### src/rtl/uart_pkg.sv
// Shared UART definitions: bit-period math, serializer states, counter widths.
package uart_pkg;

    // Serializer states, in frame order.
    typedef enum logic [1:0] {
        IDLE  = 2'd0,
        START = 2'd1,
        DATA  = 2'd2,
        STOP  = 2'd3
    } tx_state_t;

    // Clock cycles per bit; integer division truncates toward the faster rate.
    function automatic int calc_t_baud(input int f_mhz, input int baud);
        return (f_mhz * 1000000) / baud;
    endfunction

    // Bits needed to count 0..max_val-1, never less than one.
    function automatic int cnt_width(input int max_val);
        return (max_val > 1) ? $clog2(max_val) : 1;
    endfunction

    // Defaults for the standard 50 MHz / 921600 build.
    localparam int T_BAUD_DEF     = calc_t_baud(50, 921600);
    localparam int BAUD_CNT_W_DEF = $clog2(T_BAUD_DEF);

endpackage

### src/rtl/sync_fifo.sv
// Single-clock FIFO with registered full/empty/count and a first-word-fall-through head.
module sync_fifo #(
    parameter int WIDTH = 8,
    parameter int DEPTH = 16
) (
    input  logic                     clk,
    input  logic                     rst_n,
    input  logic                     wr_en,
    input  logic [WIDTH-1:0]         wr_data,
    input  logic                     rd_en,
    output logic [WIDTH-1:0]         rd_data,
    output logic                     full,
    output logic                     empty,
    output logic [$clog2(DEPTH):0]   count
);

    localparam int AW = $clog2(DEPTH);
    localparam int CW = AW + 1;

    logic [WIDTH-1:0] mem [DEPTH];
    logic [AW-1:0]    wr_ptr;
    logic [AW-1:0]    rd_ptr;
    logic [CW-1:0]    count_n;
    logic             push;
    logic             pop;

    // A push while full is refused outright, even if a pop frees a slot this edge.
    assign push    = wr_en && !full;
    assign pop     = rd_en && !empty;
    assign rd_data = mem[rd_ptr];

    // Next occupancy; push and pop together cancel.
    always_comb begin
        count_n = count;
        case ({push, pop})
            2'b10:   count_n = count + 1'b1;
            2'b01:   count_n = count - 1'b1;
            default: count_n = count;
        endcase
    end

    // Storage array; contents need no reset since empty gates every read.
    always_ff @(posedge clk) begin
        if (push)
            mem[wr_ptr] <= wr_data;
    end

    // Pointers wrap naturally at a power-of-two depth; flags track count_n.
    always_ff @(posedge clk) begin
        if (!rst_n) begin
            wr_ptr <= '0;
            rd_ptr <= '0;
            count  <= '0;
            full   <= 1'b0;
            empty  <= 1'b1;
        end else begin
            if (push)
                wr_ptr <= wr_ptr + 1'b1;
            if (pop)
                rd_ptr <= rd_ptr + 1'b1;
            count <= count_n;
            full  <= (count_n == CW'(DEPTH));
            empty <= (count_n == '0);
        end
    end

endmodule

### src/rtl/uart_tx_fifo.sv
// FIFO-buffered 8N1-style UART transmitter: queue words, shift them out LSB-first.
module uart_tx_fifo
    import uart_pkg::*;
#(
    parameter int n         = 8,
    parameter int f_MHz     = 50,
    parameter int baud_rate = 921600,
    parameter int DEPTH     = 16
) (
    input  logic                     clk,
    input  logic                     rst_n,
    input  logic                     wr_en,
    input  logic [n-1:0]             d_in,
    output logic                     full,
    output logic                     empty,
    output logic [$clog2(DEPTH):0]   count,
    output logic                     busy,
    output logic                     tx_done,
    output logic                     TX
);

    localparam int T_BAUD = calc_t_baud(f_MHz, baud_rate);
    localparam int BW     = cnt_width(T_BAUD);
    localparam int NBW    = cnt_width(n);

    localparam logic [BW-1:0]  BAUD_LAST = BW'(T_BAUD - 1);
    localparam logic [BW-1:0]  BAUD_PRE  = BW'(T_BAUD - 2);
    localparam logic [NBW-1:0] BIT_LAST  = NBW'(n - 1);

    tx_state_t        state, state_n;
    logic [BW-1:0]    baud_cnt, baud_n;
    logic [NBW-1:0]   bit_cnt, bit_n;
    logic [n-1:0]     shreg, shreg_n;
    logic             tx_n;
    logic             done_n;
    logic             pop;
    logic             baud_end;
    logic [n-1:0]     head;

    sync_fifo #(
        .WIDTH (n),
        .DEPTH (DEPTH)
    ) u_fifo (
        .clk     (clk),
        .rst_n   (rst_n),
        .wr_en   (wr_en),
        .wr_data (d_in),
        .rd_en   (pop),
        .rd_data (head),
        .full    (full),
        .empty   (empty),
        .count   (count)
    );

    assign baud_end = (baud_cnt == BAUD_LAST);

    // Next-state and next-output logic; TX is computed one cycle ahead so the pin is a flop.
    always_comb begin
        state_n = state;
        baud_n  = baud_cnt;
        bit_n   = bit_cnt;
        shreg_n = shreg;
        tx_n    = TX;
        done_n  = 1'b0;
        pop     = 1'b0;
        case (state)
            IDLE: begin
                tx_n   = 1'b1;
                baud_n = '0;
                if (!empty) begin
                    pop     = 1'b1;
                    shreg_n = head;
                    tx_n    = 1'b0;
                    state_n = START;
                end
            end
            START: begin
                if (baud_end) begin
                    baud_n  = '0;
                    bit_n   = '0;
                    tx_n    = shreg[0];
                    shreg_n = shreg >> 1;
                    state_n = DATA;
                end else begin
                    baud_n = baud_cnt + 1'b1;
                end
            end
            DATA: begin
                if (baud_end) begin
                    baud_n = '0;
                    if (bit_cnt == BIT_LAST) begin
                        tx_n    = 1'b1;
                        state_n = STOP;
                    end else begin
                        bit_n   = bit_cnt + 1'b1;
                        tx_n    = shreg[0];
                        shreg_n = shreg >> 1;
                    end
                end else begin
                    baud_n = baud_cnt + 1'b1;
                end
            end
            STOP: begin
                // Registered pulse lands on the last cycle of the stop bit.
                done_n = (baud_cnt == BAUD_PRE);
                if (baud_end) begin
                    baud_n = '0;
                    if (!empty) begin
                        // Chain straight into the next start bit: no idle gap.
                        pop     = 1'b1;
                        shreg_n = head;
                        tx_n    = 1'b0;
                        state_n = START;
                    end else begin
                        tx_n    = 1'b1;
                        state_n = IDLE;
                    end
                end else begin
                    baud_n = baud_cnt + 1'b1;
                end
            end
            default: begin
                tx_n    = 1'b1;
                baud_n  = '0;
                state_n = IDLE;
            end
        endcase
    end

    // State, counters and registered outputs; reset aborts any frame in flight.
    always_ff @(posedge clk) begin
        if (!rst_n) begin
            state    <= IDLE;
            baud_cnt <= '0;
            bit_cnt  <= '0;
            shreg    <= '0;
            TX       <= 1'b1;
            busy     <= 1'b0;
            tx_done  <= 1'b0;
        end else begin
            state    <= state_n;
            baud_cnt <= baud_n;
            bit_cnt  <= bit_n;
            shreg    <= shreg_n;
            TX       <= tx_n;
            busy     <= (state_n != IDLE);
            tx_done  <= done_n;
        end
    end

endmodule

### config.mk
export PLATFORM = sky130hd
export DESIGN_NAME = uart_tx_fifo
export DESIGN_NICKNAME = d
export VERILOG_FILES = /design/src/rtl/uart_pkg.sv /design/src/rtl/sync_fifo.sv /design/src/rtl/uart_tx_fifo.sv
export SDC_FILE = /design/constraint.sdc
export NUM_CORES = 1
export LEC_CHECK = 0
export CORE_MARGIN = 10
export CORE_UTILIZATION = 32
export CTS_CLUSTER_DIAMETER = 60
export DETAILED_ROUTE_END_ITERATION = 12
export PLACE_DENSITY = 0.47
export SYNTH_ARGS = -nofsm -noshare
export SYNTH_HDL_FRONTEND = slang
export SYNTH_HIERARCHICAL = 1
export SYNTH_SLANG_ARGS = --single-unit
### constraint.sdc
create_clock -name clk -period 2.65 [get_ports clk]
set_input_delay 0.3975 -clock clk [delete_from_list [all_inputs] [get_ports clk]]
set_output_delay 0.3975 -clock clk [all_outputs]
set_load 0.05 [all_outputs]
# Word-level counts from Yosys, hierarchy flattened
# Memories as Yosys holds them, arrays and structs flattened. A register that Yosys moved wholly into a read port is not among the register bits.
# Index checks and enable logic that the tools add are counted.
[totals] n_memories=1 output_inout_bits=10 input_bits=11 wordCells=78 ram_bits=128 regBits=37
[classes] n_reduce_logical=13 eq_ne=13 muxes=33 n_addsub=6
[mem_list] name="u_fifo.mem" words=16 word_bits=8 read_ports=1 rd_ports_with_merged_regs=1 wr=1 line_no="sync_fifo.sv:20" text="logic [WIDTH-1:0] mem [DEPTH];"
[op_table] op="8-bit two-way mux" n=5
[op_table] op="8-bit one-hot mux with 4 select lines" n=1
[op_table] op="6-bit equality test (second input constant)" n=2
[op_table] op="6-bit one-hot mux with 2 select lines" n=1
[op_table] op="1-bit two-way mux" n=10
[op_table] op="2-bit two-way mux" n=5
[op_table] op="5-bit one-hot mux with 2 select lines" n=1
[op_table] op="3-bit two-way mux" n=3
[op_table] op="4-bit by 1-bit adder with 4-bit output (second input constant)" n=2
[op_table] op="4-bit two-way mux" n=2
[op_table] op="2-bit inequality test (second input constant)" n=4
[op_table] op="2-bit one-hot mux with 4 select lines" n=1
[op_table] op="4-bit AND reduction" n=2
[op_table] op="6-bit by 1-bit adder with 6-bit output (second input constant)" n=1
[op_table] op="2-bit equality test (second input constant)" n=3
[op_table] op="6-bit two-way mux" n=1
[op_table] op="3-bit one-hot mux with 2 select lines" n=1
[op_table] op="5-bit by 1-bit adder with 5-bit output (second input constant)" n=1
[op_table] op="5-bit equality test (second input constant)" n=1
[op_table] op="5-bit zero test" n=1
[op_table] op="5-bit by 1-bit subtractor with 5-bit output (second input constant)" n=1
[op_table] op="2-bit by 1-bit equality test with 1-bit output (second input constant)" n=2
[op_table] op="1-bit one-hot mux with 4 select lines" n=1
[op_table] op="2-bit nonzero test" n=2
[op_table] op="9 further kinds" n=11

# Logic depth before layout (Yosys ltp)
# Gate-level depths: netlist of run 1.
[depth] ltp_word=7 depth_mapped=14 mapped_depth_nobuf=14

# Modules after synthesis
# The synthesis of run 1 kept the hierarchy.
[modules_own_cells] module="sync_fifo" cells_each=302 seq_area_each_um2=4224.1 n_inst=1 area_each_um2=5938.2
[modules_own_cells] module="uart_tx_fifo" cells_each=123 seq_area_each_um2=440.4 n_inst=1 area_each_um2=1179.9

# Least setup slack after synthesis of run 1
# Ideal clock, no wire load.
[synth_path] kind="reg2reg" start="register state[0]" end="register u_fifo.full" n_path_buf=1 arrival_time_ns=2.862 stages_incl_launch_ff=14 setup_ns=0.080 period_less_slack_ns=2.942 path_slack_ns=-0.292 required_time_ns=2.570 cell_sequence="dfxtp_1 -> inv_1 -> ha_1 -> buf_2 -> nor3_1 -> nand2b_1 -> inv_2 -> nand2_1 -> xnor2_1 -> ha_1 -> or4_4 -> a31oi_2 -> xor2_1 -> nor3b_1"
[synth_between] elab_chain_cells=6 word_cells_on_any_way=8 classes_between="eq/ne (4); mux (2); reduce/logical (2)"
[synth_rtl] element="start: declaration" line_no="uart_tx_fifo.sv:30" text="tx_state_t state, state_n;"
[synth_rtl] element="start signal: assignment" line_no="uart_tx_fifo.sv:141" text="state <= state_n;"
[synth_rtl] element="2-bit equality test or 2-bit zero test (tied branches)" line_no="uart_tx_fifo.sv:66" text="case (state)"
[synth_rtl] element="1-bit one-hot mux with 2 select lines *" line_no="uart_tx_fifo.sv:66"
[synth_rtl] element="net pop" line_no="uart_tx_fifo.sv:36" text="logic pop;"
[synth_rtl] element="1-bit logical AND *" line_no="sync_fifo.sv:29" text="assign pop = rd_en && !empty;"
[synth_rtl] element="2-bit by 1-bit equality test with 1-bit output or 2-bit equality test (tied branches)" line_no="sync_fifo.sv:35" text="case ({push, pop})"
[synth_rtl] element="5-bit one-hot mux with 2 select lines *" line_no="sync_fifo.sv:35"
[synth_rtl] element="5-bit equality test *" line_no="sync_fifo.sv:62" text="full <= (count_n == CW'(DEPTH));"
[synth_rtl] element="end signal: assignment" line_no="sync_fifo.sv:62"
[synth_rtl] element="end: declaration" line_no="sync_fifo.sv:12" text="output logic full,"
# Mark *: on every way through the listed nets, which the timed path passes. The rest lies on a longest branch.
# A chain may end at the register's enable or synchronous reset.

# Final worst setup path of run 1
# Ends and elaborated chain as after synthesis.

==> results of run 1 <==
==> cell usage after synthesis (all sizes together) (4+ instances only) <==
| master | instances | share of area |
|---|---|---|
| mux4 | 40 | 0.14 |
| nand3 | 5 | 0.0035 |
| dfxtp | 41 | 0.12 |
| a21oi | 16 | 0.011 |
| buf | 13 | 0.017 |
| a211oi | 8 | 0.0084 |
| and2 | 4 | 0.0039 |
| edfxtp | 128 | 0.54 |
| mux2i | 10 | 0.014 |
| xor2 | 6 | 0.0074 |
| xnor2 | 7 | 0.0086 |
| nor3 | 7 | 0.0049 |
| nand2 | 17 | 0.0090 |
| ha | 17 | 0.030 |
| nand2b | 8 | 0.0070 |
| clkbuf | 5 | 0.0026 |
| inv | 14 | 0.0074 |
| o21ai | 8 | 0.0072 |
| nor2 | 32 | 0.017 |
==> state kept, by name (all words and copies together) (netlist names), 2 cells and up, named ones only <==
register	flops
u_fifo/mem	128
shreg	8
baud_cnt	6
u_fifo/count	5
u_fifo/rd_ptr	4
u_fifo/wr_ptr	4
bit_cnt	3
state	2
==> final cells by class <==
type | count | area (µm²)
repair buffers | 58 | 523
clock buffers | 17 | 425
inverters | 15 | 63.8
multi-input cells | 223 | 2400
flip-flops and latches | 169 | 4680
fillers | 1982 | 13200
clock inverters | 15 | 158
well taps | 280 | 350
==> report_power, final <==
part | leakage [nW] | internal [mW] | switching (mW)
Clock | 0.291 | 1.34 | 1.12
Sequential | 1.49 | 2.99 | 0.115
Combinational | 1.12 | 0.596 | 0.685
==> per-stage QoR <==
stage          TNS (ps)  instance area [µm²]
3_5_place_dp          0                 7820
4_1_cts               0                 8400
6_report              0                 8600
2_1_floorplan         0                 7160
5_1_grt            -155                 8600
3_3_place_gp          0                 7820
==> cells by family after synthesis <==
logic type | share of synthesized area
compound gates | 0.0497
buf+inv | 0.0274
flops | 0.655
xor+xnor | 0.0160
simple gates | 0.0668
fa+ha+maj | 0.0299
mux | 0.155
==> routing by layer <==
layer	track usage	wire, µm	vias to the layer above
met4	0.0349	176	0
met3	0.0273	492	14
li1	-	-	1802
met2	0.164	7140	66
met5	0	0	-
met1	0.126	6380	1934
==> timing repair <==
action                     in CTS  in global routing
setup endpoints to repair       0                  3
buffers inserted                0                  8
hold buffers                    0                  0
resized for setup               0                 26
==> worst register-to-register path, cell delays in order, from the launching register on <==
cell and delay [ps]:
dfxtp_4 370, ha_1 210, a31oi_1 210, nor3_2 50, nand2b_1 150, inv_4 90, buf_12 140, ha_4 210
nand2b_1 140, or2_1 260, o31ai_2 320, o2111ai_2 220, nor3b_2 170
==> cell usage in the layout, fill, tap and decap left out, types with 4 or more instances in the layout <==
cell / count
clkbuf_16: 17
edfxtp_1: 128
dfxtp_1: 35
clkdlybuf4s50_1: 20
a211oi_1: 8
xor2_1: 5
xnor2_1: 6
nor3_1: 5
mux4_2: 16
nand3_1: 4
a21oi_1: 15
mux2i_1: 10
inv_1: 10
inv_6: 5
mux4_1: 24
nand2_1: 16
o21ai_0: 6
ha_1: 14
nand2b_1: 8
inv_8: 4
nor2_1: 32
buf_4: 35
==> final timing paths <==
check / start / to / cells past startpoint
max: state[0]$_SDFF_PN0_ / u_fifo/full$_SDFF_PN0_ / 12
min: baud_cnt[0]$_SDFF_PP0_ / baud_cnt[0]$_SDFF_PP0_ / 1
max reg2reg: state[0]$_SDFF_PN0_ / u_fifo/full$_SDFF_PN0_ / 12
min reg2reg: baud_cnt[0]$_SDFF_PP0_ / baud_cnt[0]$_SDFF_PP0_ / 1
==> flow_summary.ini, run 1 <==
[outcome]
status = finished, final reports clean

[logic_synthesis]
synth-seq-cells = 169
synth_flop_cell = edfxtp_1
ys_warn_count = 6
async_reset_ff_frac = 0
syn_area_per_cell_um2 = 16.7
seq_area_frac_synth = 0.655
syn_nets = 453
synth_edf_count = 128
synth_cells = 425
synth_area_um2 = 7120
synth_cell_type_count = 58

[grt]
grt_overflow = 0
grt_start_max_net_pins = 33
grt_pass1_wl_um = 22100
grt_pass1_vias = 3861
track_usage = 0.101
grt_antenna_before_repair = 0

[placed_design]
dp_worst_setup_slack_ps = 21.5
io_buffers = 20
place.gp.congestion = 0.810
dp_hpwl_um = 9590
post-place-cells = 737

[detailed_routing]
ant_nets = 0
drtIter0Drc = 158
vias = 3816
viasPerCell = 4.91
drt_wl_total_um = 14200
drcViolationCount = 0
drt-pass1-iter-count = 4
wire_per_inst_um = 18.3

[clock_tree]
cts_tree = built
clock_path_buffers = 2
root_buffer = clkbuf_16
clk_pin_slew_ps = 70
cts_htree_levels = 4
cts_num_sinks = 169
cts_buffers = 17
clkLatencyLatePin_ps = 430

[worst_setup_path]
crit_arrival_ps = 2950
critPathTopFamily = simple AND/OR/NAND/NOR gates
worstSetupPathType = reg2reg
endpoint_kind = flip-flop
cp_common_cell = nand2b_1
crit_chain = ha_1 -> a31oi_1 -> nor3_2 -> nand2b_1 -> inv_4 -> buf_12 -> ha_4 -> nand2b_1 -> or2_1 -> o31ai_2 -> o2111ai_2 -> nor3b_2
max_stage_delay_ps = 370
required_ps = 3010
cpMaxStageDelayCell = dfxtp_4
crit_path_start_kind = flip-flop
r2r_slack_ps = 50
path_max_fanout = 6
critPathBufInv = 2

[power_and_ir_drop]
finalPower_mw = 6.85
vdd_drop_max_v = 0.000444
power_density_nw_per_um2 = 796
p_leak_nw = 2.91

[floorplan]
core_um2 = 21800
die_h_um = 169
start_util = 0.326
rows = 54
pin_count = 21
die_w_um = 169
die_area_um2 = 28600

[timing]
period_share = 0.980
layout_min_cycle_time_ps = 2600
setup_viol_count_final = 0
fin_skew_ps = 9.21
final_max_slew_viol_count = 0
relSlewSlack = 0.617
worstMarginPinSlew_ps = 573
hold_viol = 0
hold-worst-slack_ps = 449
clock.fmax_ghz = 0.385
fin_ws_ps = 52.6
rsz0062_at_grt = yes

[final_layout]
syn_to_final_growth_pct = 20.8
fin_util = 0.394
fin_cells = 777
drive_gt1_frac = 0.243
fin_nets = 512
n_antenna_cell = 0

[min_path]
hp-class = reg2reg

[job]
cap_violations = 0
(Power assumes the default switching activity.)
==> run 2: changes to the inputs <==
--- a/config.mk
+++ b/config.mk
@@ -9,7 +9,7 @@
 export CORE_UTILIZATION = 32
 export CTS_CLUSTER_DIAMETER = 60
 export DETAILED_ROUTE_END_ITERATION = 12
-export PLACE_DENSITY = 0.47
+export PLACE_DENSITY = 0.45
 export SYNTH_ARGS = -nofsm -noshare
 export SYNTH_HDL_FRONTEND = slang
 export SYNTH_HIERARCHICAL = 1
==> constraint.sdc (replaced) <==
create_clock -name clk -period 2.4 [get_ports clk]
set_input_delay 0.36 -clock clk [delete_from_list [all_inputs] [get_ports clk]]
set_output_delay 0.36 -clock clk [all_outputs]
set_load 0.05 [all_outputs]
==> run 2 against run 1 <==
The run now ends with setup timing left. Sequential share of layout area shrank 0.44 points. Register-to-register slack lost 90 ps. Routed wire length grew 0.92%. Combinational power grew 12%. Clock-buffer cell count is the same.
==> flow_summary.ini, run 2 (same netlist as run 1, synthesis figures left out) <==
[final_layout]
layout_common_cells = edfxtp_1, buf_4, dfxtp_1
syn_to_final_growth_pct = 21.6
drive_gt1_frac = 0.255
largest_reg_flops = 128
final_common_cell = edfxtp_1
fin_nets = 520
largest-register = u_fifo/mem
fin_util = 0.397
largestRegisters = u_fifo/mem x128, shreg x8, baud_cnt x6
n_antenna_cell = 0
fill_cells = 2007

[floorplan]
rows = 54
die_h_um = 169
die_w_um = 169
die_area_um2 = 28600
start_util = 0.326
core_um2 = 21800
pin_count = 21

[power_and_ir_drop]
power_density_nw_per_um2 = 887
p_int_mw = 5.63
p_switching_mw = 2.04
vdd_drop_max_v = 0.000539
combPwrFrac = 0.188
seq_power_share = 0.445
clockPowerShare = 0.367
p_leak_nw = 2.94
sw_frac_of_total = 0.266

[worst_setup_path]
worstSetupPathType = reg2reg
required_ps = 2750
r2r_slack_ps = -40
crit_arrival_ps = 2790
path_max_fanout = 3
crit_path_start_kind = flip-flop
endpoint_kind = flip-flop

[clock_tree]
hold_buffers = 0
cts_buffers = 17
cts_tree = built
clkLatencyLatePin_ps = 420
clk_pin_slew_ps = 70
cts_num_sinks = 169
cts_htree_levels = 4
root_buffer = clkbuf_16
clock_path_buffers = 2

[outcome]
violations = setup timing
status = finished, violations left

[grt]
grt_start_max_net_pins = 33
grt_overflow = 0
grt_antenna_before_repair = 0
track_usage = 0.104
grt_pass1_wl_um = 22800
grt_pass1_vias = 4005

[timing]
worstMarginPinSlew_ps = 574
fin_skew_ps = 7.60
rsz0062_at_grt = yes
relSlewSlack = 0.616
period_share = 1.02
hold_viol = 0
setup_tns_ps = -37.9
fin_ws_ps = -37.9
final_max_slew_viol_count = 0
clock.fmax_ghz = 0.410
layout_min_cycle_time_ps = 2440
setup_viol_count_final = 1

[detailed_routing]
ant_nets = 0
wire_per_inst_um = 18.2
vias = 3833
drcViolationCount = 0
drt_wl_total_um = 14300
viasPerCell = 4.88
drtIter0Drc = 184
drt-pass1-iter-count = 4

[placed_design]
io_buffers = 20
dp_hpwl_um = 9840
place.gp.congestion = 0.864

[job]
cap_violations = 0

[min_path]
hp-class = reg2reg
-- run 2: repair_timing --
item	CTS	global route
gates resized for setup	7	12
endpoints found under the hold margin	0	0
setup endpoints to repair	4	4
buffers inserted	2	0
pin swaps	5	4
gates cloned	0	0
-- run 2: worst paths after layout --
path	startpoint	end	depth (start not counted)
setup / recovery	state[1]$_SDFF_PN0_	u_fifo/full$_SDFF_PN0_	12
hold / removal	shreg[7]$_SDFFE_PN0P_	shreg[7]$_SDFFE_PN0P_	2
setup reg to reg	state[1]$_SDFF_PN0_	u_fifo/full$_SDFF_PN0_	12
hold reg to reg	shreg[7]$_SDFFE_PN0P_	shreg[7]$_SDFFE_PN0P_	2
-- run 2: power by group through the flow --
| stage | clock [mW] | sequential [mW] | combinational, mW |
|---|---|---|---|
| after floorplan | 0 | 3.57 | 0.912 |
| final | 2.82 | 3.41 | 1.44 |
| after global placement | 0 | 3.46 | 1.37 |
| after CTS | 2.90 | 3.41 | 1.42 |
| after detailed placement | 0 | 3.47 | 1.39 |
| after global routing | 3.03 | 3.43 | 1.58 |
-- run 2: layout make-up --
type	count	area (µm²)	share of cell area
multi-input combinational	223	2390	0.277
clock buffer	17	425	0.0492
sequential	169	4670	0.540
inverter	15	56.3	0.00651
tap	280	350	0.0405
clock inverter	15	186	0.0215
timing repair buffer	66	571	0.0659
-- run 2: routing by layer --
layer  vias up  GRT usage  share of wire
met5         -          0              0
met1      1950      0.128           0.46
met4         0     0.0405          0.015
met2        50      0.173           0.50
met3        18     0.0250          0.026
li1       1815          -              -
-- run 2: metrics by stage --
| stage | total power, mW | std cells | setup slack, ps | hold WS, ps | cell area [µm²] |
|---|---|---|---|---|---|
| 6_report | 7.67 | 785 | -37.9 | 474 | 8650 |
| 5_1_grt | 8.04 | 785 | -209 | 493 | 8650 |
| 4_1_cts | 7.72 | 785 | -55.0 | 480 | 8590 |
| 3_5_place_dp | 4.85 | 751 | -156 | 465 | 7920 |
| 3_3_place_gp | 4.83 | 751 | -92.9 | 459 | 7920 |
| 2_1_floorplan | 4.48 | 425 | -158 | 434 | 7160 |
-- run 2: critical path, cell delays in order (launching register included) --
cell and delay, ps:
dfxtp_2 350, inv_2 50, ha_4 240, nor3_2 170, nand2b_1 110, inv_2 90
nand2_2 70, xnor2_2 160, ha_4 230, or2_4 260, o31ai_4 240, o2111ai_2 200
nor3b_2 190
